$ cat config.mk
export PLATFORM = sky130hd
export DESIGN_NAME = video_timing_gen
export DESIGN_NICKNAME = d
export VERILOG_FILES = /design/src/rtl/video_timing_gen.sv
export SDC_FILE = /design/constraint.sdc
export NUM_CORES = 1
export LEC_CHECK = 0
export BUFFER_PORTS_ARGS = -buffer_cell sky130_fd_sc_hd__buf_2
export CORE_ASPECT_RATIO = 1.5
export CORE_MARGIN = 2
export CORE_UTILIZATION = 50
export DETAILED_ROUTE_END_ITERATION = 16
export PLACE_DENSITY = 0.69
export SYNTH_ARGS = -nofsm -noshare
export SYNTH_HDL_FRONTEND = slang
export SYNTH_SLANG_ARGS = --single-unit
export TNS_END_PERCENT = 30
$ cat constraint.sdc
create_clock -name clk -period 14.6 [get_ports clk]
set_input_delay 0 -clock clk [delete_from_list [all_inputs] [get_ports clk]]
set_output_delay 0 -clock clk [all_outputs]
set_load 0.05 [all_outputs]
$ cat src/rtl/video_timing_gen.sv
// video_timing_gen
//   Runtime-reprogrammable raster timing generator. Free-running horizontal and
//   vertical counters advance on each pixel enable and are decoded into
//   registered sync/active-video/coordinate/start pulses (one-cycle latency).
//   New timing arrives over a valid/ready port, is validated, held in a shadow
//   set and swapped into the active set only on the last pixel of a frame, so
//   every frame is produced with a single consistent timing.
//
// Optional build macro:
//   VIDEO_TIMING_FRAME_CNT_EN  adds frame_cnt, a 16-bit frame counter that
//                              steps together with sof.
//
// Ports:
//   clk, rst_n          clock, synchronous active-low reset
//   ce                  pixel enable; counters and outputs advance only when 1
//   cfg_valid/ready     config handshake; transfer when both are 1
//   cfg_h_* / cfg_v_*   offered horizontal / vertical timing (vis, fp, sync, bp)
//   cfg_err             one-cycle pulse when an offered config is rejected
//   hsync, vsync        syncs, active level set by HSYNC_POL / VSYNC_POL
//   de                  active video
//   x, y                coordinates of the pixel currently presented
//   sof, sol            start-of-frame / start-of-line pulses
//   frame_cnt           (optional) frame counter
module video_timing_gen #(
    parameter int WIDTH         = 11,
    parameter int H_VISIBLE     = 800,
    parameter int H_FRONT_PORCH = 210,
    parameter int H_SYNC        = 30,
    parameter int H_BACK_PORCH  = 16,
    parameter int V_VISIBLE     = 480,
    parameter int V_FRONT_PORCH = 22,
    parameter int V_SYNC        = 13,
    parameter int V_BACK_PORCH  = 10,
    parameter int HSYNC_POL     = 0,
    parameter int VSYNC_POL     = 0
) (
    input  logic             clk,
    input  logic             rst_n,
    input  logic             ce,
    input  logic             cfg_valid,
    output logic             cfg_ready,
    input  logic [WIDTH-1:0] cfg_h_vis,
    input  logic [WIDTH-1:0] cfg_h_fp,
    input  logic [WIDTH-1:0] cfg_h_sync,
    input  logic [WIDTH-1:0] cfg_h_bp,
    input  logic [WIDTH-1:0] cfg_v_vis,
    input  logic [WIDTH-1:0] cfg_v_fp,
    input  logic [WIDTH-1:0] cfg_v_sync,
    input  logic [WIDTH-1:0] cfg_v_bp,
    output logic             cfg_err,
    output logic             hsync,
    output logic             vsync,
    output logic             de,
    output logic [WIDTH-1:0] x,
    output logic [WIDTH-1:0] y,
    output logic             sof,
    output logic             sol
`ifdef VIDEO_TIMING_FRAME_CNT_EN
    ,
    output logic [15:0]      frame_cnt
`endif
);

    typedef struct packed {
        logic [WIDTH-1:0] h_vis;
        logic [WIDTH-1:0] h_fp;
        logic [WIDTH-1:0] h_sync;
        logic [WIDTH-1:0] h_bp;
        logic [WIDTH-1:0] v_vis;
        logic [WIDTH-1:0] v_fp;
        logic [WIDTH-1:0] v_sync;
        logic [WIDTH-1:0] v_bp;
    } timing_t;

    typedef enum logic {
        CFG_IDLE,
        CFG_PENDING
    } cfg_state_e;

    localparam timing_t DEFAULT_TIMING = '{
        h_vis:  WIDTH'(H_VISIBLE),
        h_fp:   WIDTH'(H_FRONT_PORCH),
        h_sync: WIDTH'(H_SYNC),
        h_bp:   WIDTH'(H_BACK_PORCH),
        v_vis:  WIDTH'(V_VISIBLE),
        v_fp:   WIDTH'(V_FRONT_PORCH),
        v_sync: WIDTH'(V_SYNC),
        v_bp:   WIDTH'(V_BACK_PORCH)
    };

    // Largest legal total: the counters span exactly 0 .. 2^WIDTH-1.
    localparam logic [WIDTH+1:0] TOT_LIMIT = {2'b01, {WIDTH{1'b0}}};
    localparam logic [WIDTH+1:0] ONE_W     = {{(WIDTH+1){1'b0}}, 1'b1};
    localparam logic             HS_ACT    = (HSYNC_POL != 0);
    localparam logic             VS_ACT    = (VSYNC_POL != 0);

    function automatic logic [WIDTH+1:0] ext(input logic [WIDTH-1:0] v);
        return {2'b00, v};
    endfunction

    // Timing sets and handshake state
    timing_t          act_q;      // timing in force for the current frame
    timing_t          shadow_q;   // accepted config awaiting the frame wrap
    timing_t          cfg_in;
    cfg_state_e       cfg_state_q;
    logic             cfg_ready_q;
    logic             cfg_err_q;

    // Counters and registered outputs
    logic [WIDTH-1:0] hc_q, hc_d;
    logic [WIDTH-1:0] vc_q, vc_d;
    logic             hsync_q, vsync_q, de_q, sof_q, sol_q;
    logic [WIDTH-1:0] x_q, y_q;

    // Decode helpers
    logic [WIDTH+1:0] h_tot, v_tot;
    logic [WIDTH+1:0] hs_start, hs_stop, vs_start, vs_stop;
    logic [WIDTH+1:0] cfg_h_tot, cfg_v_tot;
    logic             h_end, v_end, frame_wrap;
    logic             in_hs, in_vs, de_d, sof_d, sol_d;
    logic             cfg_bad;

    always_comb begin
        cfg_in = '{
            h_vis:  cfg_h_vis,
            h_fp:   cfg_h_fp,
            h_sync: cfg_h_sync,
            h_bp:   cfg_h_bp,
            v_vis:  cfg_v_vis,
            v_fp:   cfg_v_fp,
            v_sync: cfg_v_sync,
            v_bp:   cfg_v_bp
        };

        cfg_h_tot = ext(cfg_h_vis) + ext(cfg_h_fp) + ext(cfg_h_sync) + ext(cfg_h_bp);
        cfg_v_tot = ext(cfg_v_vis) + ext(cfg_v_fp) + ext(cfg_v_sync) + ext(cfg_v_bp);
        cfg_bad   = (cfg_h_vis == '0) || (cfg_h_sync == '0) ||
                    (cfg_v_vis == '0) || (cfg_v_sync == '0) ||
                    (cfg_h_tot > TOT_LIMIT) || (cfg_v_tot > TOT_LIMIT);
    end

    always_comb begin
        h_tot    = ext(act_q.h_vis) + ext(act_q.h_fp) + ext(act_q.h_sync) + ext(act_q.h_bp);
        v_tot    = ext(act_q.v_vis) + ext(act_q.v_fp) + ext(act_q.v_sync) + ext(act_q.v_bp);
        hs_start = ext(act_q.h_vis) + ext(act_q.h_fp);
        hs_stop  = hs_start + ext(act_q.h_sync);
        vs_start = ext(act_q.v_vis) + ext(act_q.v_fp);
        vs_stop  = vs_start + ext(act_q.v_sync);

        h_end      = (ext(hc_q) == h_tot - ONE_W);
        v_end      = (ext(vc_q) == v_tot - ONE_W);
        frame_wrap = ce && h_end && v_end;

        in_hs = (ext(hc_q) >= hs_start) && (ext(hc_q) < hs_stop);
        in_vs = (ext(vc_q) >= vs_start) && (ext(vc_q) < vs_stop);
        de_d  = (hc_q < act_q.h_vis) && (vc_q < act_q.v_vis);
        sol_d = (hc_q == '0);
        sof_d = (hc_q == '0) && (vc_q == '0);

        hc_d = hc_q;
        vc_d = vc_q;
        if (ce) begin
            if (h_end) begin
                hc_d = '0;
                vc_d = v_end ? '0 : vc_q + 1'b1;
            end else begin
                hc_d = hc_q + 1'b1;
            end
        end
    end

    // Config handshake: ready is simply "no config pending", registered with
    // the state so it drops the cycle after capture and rises the cycle after
    // the frame-boundary swap.
    always_ff @(posedge clk) begin
        if (!rst_n) begin
            cfg_state_q <= CFG_IDLE;
            cfg_ready_q <= 1'b1;
            cfg_err_q   <= 1'b0;
            act_q       <= DEFAULT_TIMING;
            shadow_q    <= DEFAULT_TIMING;
        end else begin
            cfg_err_q <= 1'b0;
            case (cfg_state_q)
                CFG_IDLE: begin
                    if (cfg_valid) begin
                        if (cfg_bad) begin
                            cfg_err_q <= 1'b1;
                        end else begin
                            shadow_q    <= cfg_in;
                            cfg_state_q <= CFG_PENDING;
                            cfg_ready_q <= 1'b0;
                        end
                    end
                end
                CFG_PENDING: begin
                    if (frame_wrap) begin
                        act_q       <= shadow_q;
                        cfg_state_q <= CFG_IDLE;
                        cfg_ready_q <= 1'b1;
                    end
                end
                default: begin
                    cfg_state_q <= CFG_IDLE;
                    cfg_ready_q <= 1'b1;
                end
            endcase
        end
    end

    // Outputs present the decode of the counter value before it advances.
    always_ff @(posedge clk) begin
        if (!rst_n) begin
            hc_q    <= '0;
            vc_q    <= '0;
            hsync_q <= ~HS_ACT;
            vsync_q <= ~VS_ACT;
            de_q    <= 1'b0;
            x_q     <= '0;
            y_q     <= '0;
            sof_q   <= 1'b0;
            sol_q   <= 1'b0;
        end else begin
            hc_q <= hc_d;
            vc_q <= vc_d;
            if (ce) begin
                hsync_q <= in_hs ? HS_ACT : ~HS_ACT;
                vsync_q <= in_vs ? VS_ACT : ~VS_ACT;
                de_q    <= de_d;
                x_q     <= hc_q;
                y_q     <= vc_q;
                sof_q   <= sof_d;
                sol_q   <= sol_d;
            end else begin
                sof_q <= 1'b0;
                sol_q <= 1'b0;
            end
        end
    end

`ifdef VIDEO_TIMING_FRAME_CNT_EN
    logic [15:0] frame_cnt_q;

    always_ff @(posedge clk) begin
        if (!rst_n) begin
            frame_cnt_q <= '0;
        end else if (ce && sof_d) begin
            frame_cnt_q <= frame_cnt_q + 16'd1;
        end
    end

    assign frame_cnt = frame_cnt_q;
`endif

    assign cfg_ready = cfg_ready_q;
    assign cfg_err   = cfg_err_q;
    assign hsync     = hsync_q;
    assign vsync     = vsync_q;
    assign de        = de_q;
    assign x         = x_q;
    assign y         = y_q;
    assign sof       = sof_q;
    assign sol       = sol_q;

endmodule

; ---- After elaboration in Yosys (flattened, before gate mapping)
; Index checks and enable logic that the tools add are counted.
[word_totals]
register_bits = 228
in_bits = 92
out_inout_bits = 29
word_cells = 97
[op_classes]
n_addsub = 16
order_cmp = 8
n_eq_ne = 5
n_mux = 13
bitwise_logic = 4
reduce_logical = 23
[ops]
columns = cell, n
row1 = zero test 11 bit, 6
row2 = adder 12 x 11 -> 13 bit, 4
row3 = adder 13 x 11 -> 13 bit, 4
row4 = adder 11 x 11 -> 12 bit, 4
row5 = equality test 11 x 13 -> 1 bit, 2
row6 = "> comparator 13 x 12 -> 1 bit, second input constant", 2
row7 = less-than comparator 11 x 13 -> 1 bit, 2
row8 = "subtractor 13 x 1 -> 13 bit, second input constant", 2
row9 = greater-or-equal comparator 11 x 12 -> 1 bit, 2
row10 = "adder 11 x 1 -> 11 bit, second input constant", 2
row11 = less-than comparator 11 bit, 2
row12 = two-way mux 11 bit, 2
row13 = two-way mux 1 bit, 9
row14 = logical AND 1 bit, 6
row15 = AND reduction 2 bit, 3
row16 = AND reduction 3 bit, 2
row17 = logical OR 1 bit, 5
row18 = "inequality test 2 bit, second input constant", 2
row19 = NOT 1 bit, 4
row20 = case mux 1 bit (2 select lines), 2
row21 = OR reduction 3 bit, 1
row22 = "inequality test 2 x 1 -> 1 bit, second input constant", 1

; ---- Logic depth before layout (Yosys ltp)
; Gate-level depths: netlist (run 1).
[depth]
word_depth = 9
ltp_mapped = 31

; ---- Least setup slack after synthesis (run 1)
; OpenSTA, ideal clock, no wires.
[synth_path]
kind = register to register
from = register act_q[66] (netlist name)
to = register act_q[0] (netlist name)
t_arrival_ns = 5.835
slack_ns = 8.693
path_stages_with_launch = 29
cell_sequence = dfxtp_1 -> ha_1 -> fa_1 -> a21o_1 -> a21oi_1 -> o21bai_1 -> a21oi_1 -> xnor2_1 -> ha_1 -> o21a_1 -> nor2_1 -> a21oi_1 -> a21oi_1 -> o21ai_0 -> xnor2_1 -> ha_1 -> inv_1 -> ha_1 -> nor2b_1 -> a211oi_1 -> a221oi_1 -> nand3_1 -> or4_1 -> or3_4 -> nor4b_4 -> and2_4 -> buf_12 -> buf_8 -> mux2i_1
[synth_via]
elab_chain_len = 8
[synth_rtl]
columns = element, line
row1 = from (decl), 102  ; timing_t act_q;
row2 = from (signal assigned), 198  ; act_q <= shadow_q;
row3 = adder 11 x 11 -> 12 bit, 143  ; h_tot = ext(act_q.h_vis) + ext(act_q.h_fp) + ext(act_q.h_sync) + ext(act_q.h_bp);
row4 = adder 12 x 11 -> 13 bit, 143
row5 = adder 13 x 11 -> 13 bit, 143
row6 = subtractor 13 x 1 -> 13 bit, 150  ; h_end = (ext(hc_q) == h_tot - ONE_W);
row7 = equality test 11 x 13 -> 1 bit, 150
row8 = logical AND 1 bit (2 in a row), 152  ; frame_wrap = ce && h_end && v_end;
row9 = AND reduction 2 bit (no source line), n/a
; Every way passes these cells.
; A chain may end at the register's enable or synchronous reset.

; ---- Worst setup path after layout (run 1)
[layout_path]
from = register act_q[66] (netlist name)
to = register act_q[24] (netlist name)
; The elaborated chain is that of the path after synthesis.

==> metrics.yaml, run 1 <==
cts_buffers: 23
drive_above_1_share_pct: 9.55
synth_edf_count: 0
drt_iter0_drc: 593
die_area_sq_um: 33000
clk_latency_ns: 0.55
endpoint_kind: "flop"
h-tree-depth: 1
fp.dieH_um: 222
area_delta_synth_final_pct: 15.9
via_per_inst: 5.47
layout_commonest_cell: "nand2_1"
ys_ff_latch: 228
ant_nets: 0
drt-pass1-iter-count: 5
tns_ns: 0
ys_seq_area_share_pct: 28.9
clk_pin_slew_ns: 0.06
period_share_pct: 48.0
rrSetupSlack_ns: 7.60
grt_remaining_overflow: 0
drv_slew: 0
grt_max_degree: 120
status: "completed"
leakage_nw: 8.02
grt_util_all_layers_pct: 24.9
ios: 121
ys.flop_type: "dfxtp_1"
vias: 12900
grt_setup_unrepaired: "no"
async_flop_share_pct: 0
totalWireLength_mm: 40.6
layout_common_cells: "242 x nand2_1, 228 x dfxtp_1, 202 x mux2i_1"
cts_root_buf: "clkbuf_16"
die_w_um: 149
whs_ns: 0.194
power_density_nw_per_um2: 87.5
wl_per_cell_um: 17.2
initial_core_util_pct: 50.8
cts_tree: "built"
start_kind: "flop"
dpl.hpwl_mm: 30.7
synth_warnings: 0
critPathRequiredTime_ns: 15.05
maxSlewHeadroom_pct: 30.9
final_nets: 2249
totalPowerFinal_mw: 1.60
clk_path_buf_depth: 3
gp_congestion: 0.931
clock_skew_ns: 0.0303
max_freq_mhz: 143
netlist_instances: 1757
hold_path.class: "input pin to flop"
irDropWorstVdd_mv: 0.0793
grt_pass1_wl_mm: 66.7
multi_input_area_sq_um: 10400
fill_cells: 2745
drc_errors: 0
worstMarginPinSlew_ns: 1.04
cts_setup_buffers: 0
synth_area_per_cell_sq_um: 8.98
final-seq-area_sq_um: 4560
num_rows: 79
synthesis.nets: 2074
layout_min_cycle_time_ns: 7.00
antenna_found_initial: 1
setup_viol: 0
ys_types: 70
coreArea_sq_um: 31000
cp_data_arrival_time_ns: 7.45
hold_viol: 0
cts.sinks: 228
crit_type: "flop to flop"
drv_cap: 0
crit_fanout: 46
grt_pass1_vias: 13100
port_buffers: 120
synth_area_sq_um: 15800
## cell type report
cell class                      count  share of cell area [%]
Tap cell                          405                    2.77
Multi-Input combinational cell   1327                    56.8
Clock inverter                     10                   0.684
Antenna cell                        1                  0.0137
Clock buffer                       31                    3.42
Sequential cell                   228                    25.0
Timing Repair Buffer              215                    8.48
Inverter                          137                    2.81
## worst max-delay path: stages (launching register included)
cell and delay (ns):
dfxtp_1 0.32, ha_1 0.23, fa_1 0.40, a21o_1 0.18, a21oi_1 0.22, o21bai_1 0.09
a21oi_1 0.22, xnor2_1 0.11, ha_1 0.41, o21a_1 0.16, nor2_1 0.04, a21oi_1 0.20
a21oi_1 0.10, o21ai_0 0.27, xnor2_1 0.14, ha_1 0.30, inv_1 0.04, ha_1 0.39
nor2b_1 0.17, a211oi_1 0.10, a221oi_1 0.32, nand3_1 0.10, or4_1 0.51, or3_4 0.48
nor4b_4 0.36, and2_4 0.70, mux2i_1 0.27
## sequential cells by signal, summed over array words and instances, names as in the netlist, 11 cells and up
| register | flops |
|---|---|
| act_q | 88 |
| shadow_q | 88 |
| hc_q | 11 |
| vc_q | 11 |
| x | 11 |
| y | 11 |
## metrics by stage
stage	setup slack (ns)	instances	cell area (sq um)	utilization, %
finish	7.60	2354	18300	58.9
global route	7.06	2354	18300	58.9
CTS	7.62	2353	18300	58.9
detailed placement	7.67	2221	16600	53.5
global placement	7.84	2221	16600	53.5
floorplan	8.69	1757	15800	-
## cell usage after synthesis (all sizes together), types with 11 or more instances
library cell | n | share of area [%]
a21o | 20 | 0.95
a21oi | 65 | 2.1
and3 | 11 | 0.44
buf | 22 | 0.95
clkbuf | 43 | 1.0
dfxtp | 228 | 29
fa | 50 | 6.3
ha | 175 | 14
inv | 137 | 3.3
mux2i | 202 | 13
nand2 | 243 | 5.8
nand2b | 21 | 0.83
nand3 | 22 | 0.70
nand4 | 14 | 0.56
nor2 | 70 | 1.7
nor2b | 111 | 4.4
nor3 | 26 | 0.82
nor4 | 20 | 0.79
o21a | 17 | 0.81
o21ai | 45 | 1.4
xnor2 | 58 | 3.2
xor2 | 38 | 2.1
## worst paths after layout
kind	startpoint	to	cells after the start
max reg2reg	act_q[66]	act_q[24]	26
min reg2reg	shadow_q[31]	act_q[31]	2
max	act_q[66]	act_q[24]	26
min	ce	hc_q[1]	3
## routing by layer
layer  vias to the layer above  share of wire (%)  global-route usage (%)
li1                       6384                  -                       -
met5                         -                  0                       0
met4                         0                4.6                    11.6
met1                      6091                 40                    28.5
met3                       103                3.0                    2.39
met2                       301                 52                    46.1
## timing repair
| action | CTS | global route |
|---|---|---|
| hold buffers | 91 | 0 |
| resized for setup | 0 | 0 |
| hold endpoints to repair | 113 | 0 |
## cell families after synthesis
| group | count (synthesis) | synth area share [%] |
|---|---|---|
| fa+ha+maj | 227 | 20.3 |
| simple gates | 576 | 17.9 |
| flops | 228 | 28.9 |
| mux | 205 | 13.1 |
| compound gates | 223 | 9.12 |
| xor+xnor | 96 | 5.33 |
| buf+inv | 202 | 5.23 |
## where the power goes
group | switching, mW | internal, mW | total [mW]
registers | 0.00841 | 0.645 | 0.654
clock network | 0.261 | 0.341 | 0.602
logic | 0.188 | 0.156 | 0.344
Power figures use the tool's default switching activity.
==> run 2, diff against run 1 <==
Settings changed: ABC_AREA set to 1, PLACE_DENSITY 0.69 to 0.72.
Clock period 14.6 ns to 5.9 ns, I/O delays scaled along.
==> metrics.yaml, run 2 <==
largestRegisters: "act_q x88, shadow_q x88"
leakage_nw: 10.5
synth-adder-area-share_pct: 18.0
placed_area_sq_um: 18600
worstMarginPinSlew_ns: 0.886
drive_above_1_share_pct: 7.03
h-tree-depth: 1
clk_path_buf_depth: 3
num_rows: 84
drv_cap: 0
ys_types: 44
switching_power_mw: 1.52
cp_data_arrival_time_ns: 6.03
synth_top_family_by_area: "simple AND/OR/NAND/NOR gates"
ys_ff_latch: 228
synth_compound_area_share_pct: 6.76
die_area_sq_um: 37100
dp_slack_ns: 0.00561
cts_buffers: 22
max_freq_mhz: 178
pwr-share-comb_pct: 28.3
final_cell_count_no_fill: 3331
synth_warnings: 0
final_nets: 3161
netlist_top_cells_count: "613 x nand2_1, 507 x inv_1, 302 x nor2_1"
period_share_pct: 95.1
dpl.hpwl_mm: 36.0
setup_viol: 0
initial_core_util_pct: 50.7
yosysTopAreaCell: "dfxtp_1"
clk_latency_ns: 0.53
port_buffers: 120
synth-simple-area-share_pct: 32.5
status: "completed"
crit_fanout: 26
antenna_cells: 0
synth_mux_area_share_pct: 0
grt_pass1_vias: 16200
ys.flop_type: "dfxtp_1"
p_int_mw: 2.99
ios: 121
drt_iter0_drc: 941
clock_skew_ns: 0.0152
dp_cells: 3178
grt_max_degree: 110
netlist_instances: 2674
async_flop_share_pct: 0
drc_errors: 0
ant_nets: 0
cts_tree: "built"
ys_seq_area_share_pct: 25.7
slowest_delay_ns: 0.44
endpoint_kind: "flop"
r2r-start: "act_q[22]"
synth_area_sq_um: 17800
layout_setup_ws_ns: 0.292
vias: 17200
layout_common_cells: "613 x nand2_1, 507 x inv_1, 301 x nor2_1"
power_density_nw_per_um2: 218
grt_pass1_wl_mm: 78.4
critPathRequiredTime_ns: 6.32
synth_xor_area_share_pct: 3.55
antenna_found_initial: 0
min_from: "ce"
synth.most_common_cell: "nand2_1"
maxSlewHeadroom_pct: 41.0
totalWireLength_mm: 49.1
via_per_inst: 5.17
grt_util_all_layers_pct: 25.5
coreArea_sq_um: 35000
layout_min_cycle_time_ns: 5.61
crit_type: "flop to flop"
wl_per_cell_um: 14.7
layout_commonest_cell: "nand2_1"
cts_root_buf: "clkbuf_16"
synthesis.nets: 2991
area_delta_synth_final_pct: 16.4
die_w_um: 158
clk_pin_slew_ns: 0.06
p_sw_share_pct: 33.8
irDropWorstVdd_mv: 0.341
drt-pass1-iter-count: 5
crit_start: "act_q[22]"
p_seq_share_pct: 37.8
drv_slew: 0
synth_area_per_cell_sq_um: 6.64
slowest_stage: "fa_1"
yosysTopAreaCellShare_pct: 25.7
cts.sinks: 228
power_frac_clock_pct: 34.0
design_area_sq_um: 20700
hold_viol: 0
synth_edf_count: 0
synth_area_leaders: "dfxtp_1 26%, nand2_1 13%, ha_1 12%, inv_1 11%, nand4_1 7.2%"
start_kind: "flop"
grt_remaining_overflow: 0
fp.dieH_um: 235
gp_congestion: 0.990
hold_path.class: "input pin to flop"
## run 2: cell count changes after synthesis, sizes merged, moves of 63 or more
cell / before / now
nand3: 22 / 148
nand4: 14 / 204
nand2: 243 / 614
mux2i: 202 / 0
nor2: 70 / 305
inv: 137 / 511
a21oi: 65 / 128
nor2b: 111 / 0
## run 2: critical path, delay by kind of cell, from the launching register on
family                     cells  cell delay (ns)
AOI/OAI and AO/OA              5             0.95
DFF                            1             0.36
and+or+nand+nor               13             1.54
adders and majority gates      5             1.55
buffers and inverters          5             0.61
xor gates and xnor gates       2             0.44
## run 2: final timing paths
path                                      to  slack (ns)  cells past startpoint
worst min-delay path                    y[6]        0.08                      2
worst max-delay path               act_q[44]        0.29                     30
worst max register to register     act_q[44]        0.29                     30
worst min register to register  shadow_q[26]        0.46                      2
## run 2: kinds of logic after synthesis
group / Yosys count
AO/OA/AOI/OAI: 216
adder cells (fa/ha/maj): 225
AND/OR/NAND/NOR: 1318
flip-flops: 228
buffers and inverters: 615
XOR/XNOR: 72
## run 2: cell type report
cell class,count,area (sq um)
tap,473,592
sequential,228,4570
multi-input combinational,1831,10900
inverter,512,1920
clock buffer,29,618
fill,3315,14300
timing repair buffer,249,1970
clock inverter,9,154
## run 2: power by group through the flow
stage | Sequential, mW | Combinational (mW) | Clock (mW)
after floorplan | 1.75 | 0.892 | 0
after global placement | 1.73 | 1.16 | 0
after detailed placement | 1.74 | 1.18 | 0
after CTS | 1.70 | 1.25 | 1.55
after global routing | 1.72 | 1.44 | 1.62
final | 1.70 | 1.27 | 1.53
## run 2: stage by stage
step / total power, mW / TNS (ns) / util [%] / hold WS [ns]
2_1_floorplan: 2.65 / 0 / - / 0.171
3_3_place_gp: 2.89 / 0 / 53.2 / 0.313
6_report: 4.51 / 0 / 59.1 / 0.0773
4_1_cts: 4.51 / 0 / 58.3 / 0.0619
3_5_place_dp: 2.92 / 0 / 53.2 / 0.317
5_1_grt: 4.77 / -3.21 / 59.1 / 0.108
## run 2: layer usage
metal	track usage [%]	share of wire (%)	wire, um	up-vias
met4	8.29	2.8	1380	0
met3	2.10	4.8	2350	88
li1	-	-	-	8870
met5	0	0	0	-
met1	32.9	43	21100	7770
met2	44.5	49	24200	484
## run 2: what timing repair did
item,in CTS,in global routing
cloned,0,5
gates resized for setup,1,17
setup buffers,0,10
hold buffers,100,0
setup endpoints to repair,39,95
endpoints found under the hold margin,99,0
pin swaps,0,6
==> run 3, diff against run 2 <==
Settings changed: CORE_ASPECT_RATIO 1.5 to 0.7, HOLD_SLACK_MARGIN set to 0.03.
==> metrics.yaml, run 3 (same netlist as run 2, synthesis figures left out) <==
status: "completed"
slowest_stage: "fa_2"
timing.critical_path.mode_cell: "nand2_1"
clk_pin_slew_ns: 0.07
wl_per_cell_um: 16.1
grt.met1_usage_pct: 38.2
dpl.hpwl_mm: 37.7
cts_tree: "built"
design_area_sq_um: 20700
crit_fanout: 22
period_share_pct: 94.5
layout_commonest_cell: "nand2_1"
vias: 17800
drv_cap: 0
slowest_delay_ns: 0.40
crit_type: "flop to flop"
drive_above_1_share_pct: 7.56
drt_iter0_drc: 1695
maxSlewHeadroom_pct: 28.3
start_kind: "flop"
h-tree-depth: 1
met2_usage_pct: 45.6
grtUsageMet3_pct: 3.53
die_area_sq_um: 37100
gp_congestion: 0.978
irDropWorstVdd_mv: 0.193
final_nets: 3159
fin_util_pct: 59.6
critPathBufInv: 6
dp_cells: 3175
endpoint_kind: "flop"
worstMarginPinSlew_ns: 1.07
layout_common_cells: "613 x nand2_1, 507 x inv_1, 301 x nor2_1"
grt_pass1_vias: 16600
grt_util_all_layers_pct: 27.3
clock_skew_ns: 0.0153
cp_data_arrival_time_ns: 5.96
num_rows: 57
antenna_found_initial: 0
clk_path_buf_depth: 3
critPathTopFamily: "adder cells"
ios: 121
largestRegisters: "act_q x88, shadow_q x88"
max_freq_mhz: 179
totalWireLength_mm: 53.7
whs_path_depth: 4
drc_errors: 0
layout_min_cycle_time_ns: 5.58
antenna_cells: 0
grt_remaining_overflow: 0
cts_buffers: 23
drv_slew: 0
power_density_nw_per_um2: 217
grt_pass1_wl_mm: 83.7
critPathRequiredTime_ns: 6.28
cts.sinks: 228
final_cell_count_no_fill: 3328
grt_max_degree: 117
via_per_inst: 5.35
cts_root_buf: "clkbuf_16"
port_buffers: 120
crit_cells: 31
coreArea_sq_um: 34800
layout_setup_ws_ns: 0.324
setup_viol: 0
hold_path.class: "input pin to flop"
leakage_nw: 10.5
placed_area_sq_um: 18600
die_w_um: 229
hold_viol: 0
gr-max-usage-layer: "met2"
dp_slack_ns: 0.0412
r2r_cells: 31
clk_latency_ns: 0.54
ant_nets: 0
area_delta_synth_final_pct: 16.7
drt-pass1-iter-count: 5
fp.dieH_um: 162
initial_core_util_pct: 51.0
[run 3: cell count changes in the layout (fill, tap and decap cells not counted), moves of 3 or more]
cell / previous run / this run
buf_6: 1 / 6
dlygate4sd3_1: 100 / 93
clkbuf_8: 2 / 7
buf_4: 19 / 15
bufinv_16: 4 / 1
[run 3: metal layers]
layer / vias up / part of all wire (%)
met2: 564 / 45
met1: 8289 / 47
li1: 8860 / -
met4: 0 / 1.8
met3: 81 / 6.3
met5: - / 0
[run 3: power breakdown]
part / leakage, nW / internal, mW / switching [mW]
Sequential: 1.85 / 1.65 / 0.0627
Clock: 0.367 / 0.848 / 0.651
Combinational: 8.29 / 0.427 / 0.868
Total: 10.5 / 2.92 / 1.58
[run 3: metrics by stage]
| step | setup TNS [ns] | hold slack [ns] | power [mW] |
|---|---|---|---|
| after detailed placement | 0 | 0.316 | 2.95 |
| final | 0 | 0.302 | 4.50 |
| after CTS | 0 | 0.307 | 4.48 |
| after global placement | 0 | 0.315 | 2.93 |
| after global routing | -0.466 | 0.357 | 4.76 |
| after floorplan | 0 | 0.171 | 2.65 |
[run 3: final cells by class]
type | instances | area (sq um)
fill | 3334 | 14100
inverter | 512 | 1920
timing repair buffer | 246 | 2010
sequential | 228 | 4570
tap | 472 | 591
multi-input combinational | 1831 | 10900
clock buffer | 32 | 679
clock inverter | 7 | 72.6
[run 3: what timing repair did]
action,4_1_cts,5_1_grt
setup buffers,0,10
endpoints found under the setup margin,0,101
gates resized for setup,0,24
hold endpoints to repair,101,0
hold buffers,93,0
[run 3: tightest hold or removal path, cell delays in order]
cell,delay [ns]
dlygate4sd3_1,0.51
buf_2,0.12
nand4_1,0.08
nand3_1,0.08
[run 3: final timing paths]
check	endpoint	startpoint	slack [ns]
setup / recovery	act_q[13]	act_q[33]	0.32
hold / removal	shadow_q[23]	cfg_v_fp[1]	0.30
setup reg to reg	act_q[13]	act_q[33]	0.32
hold reg to reg	x[10]	x[10]	0.46
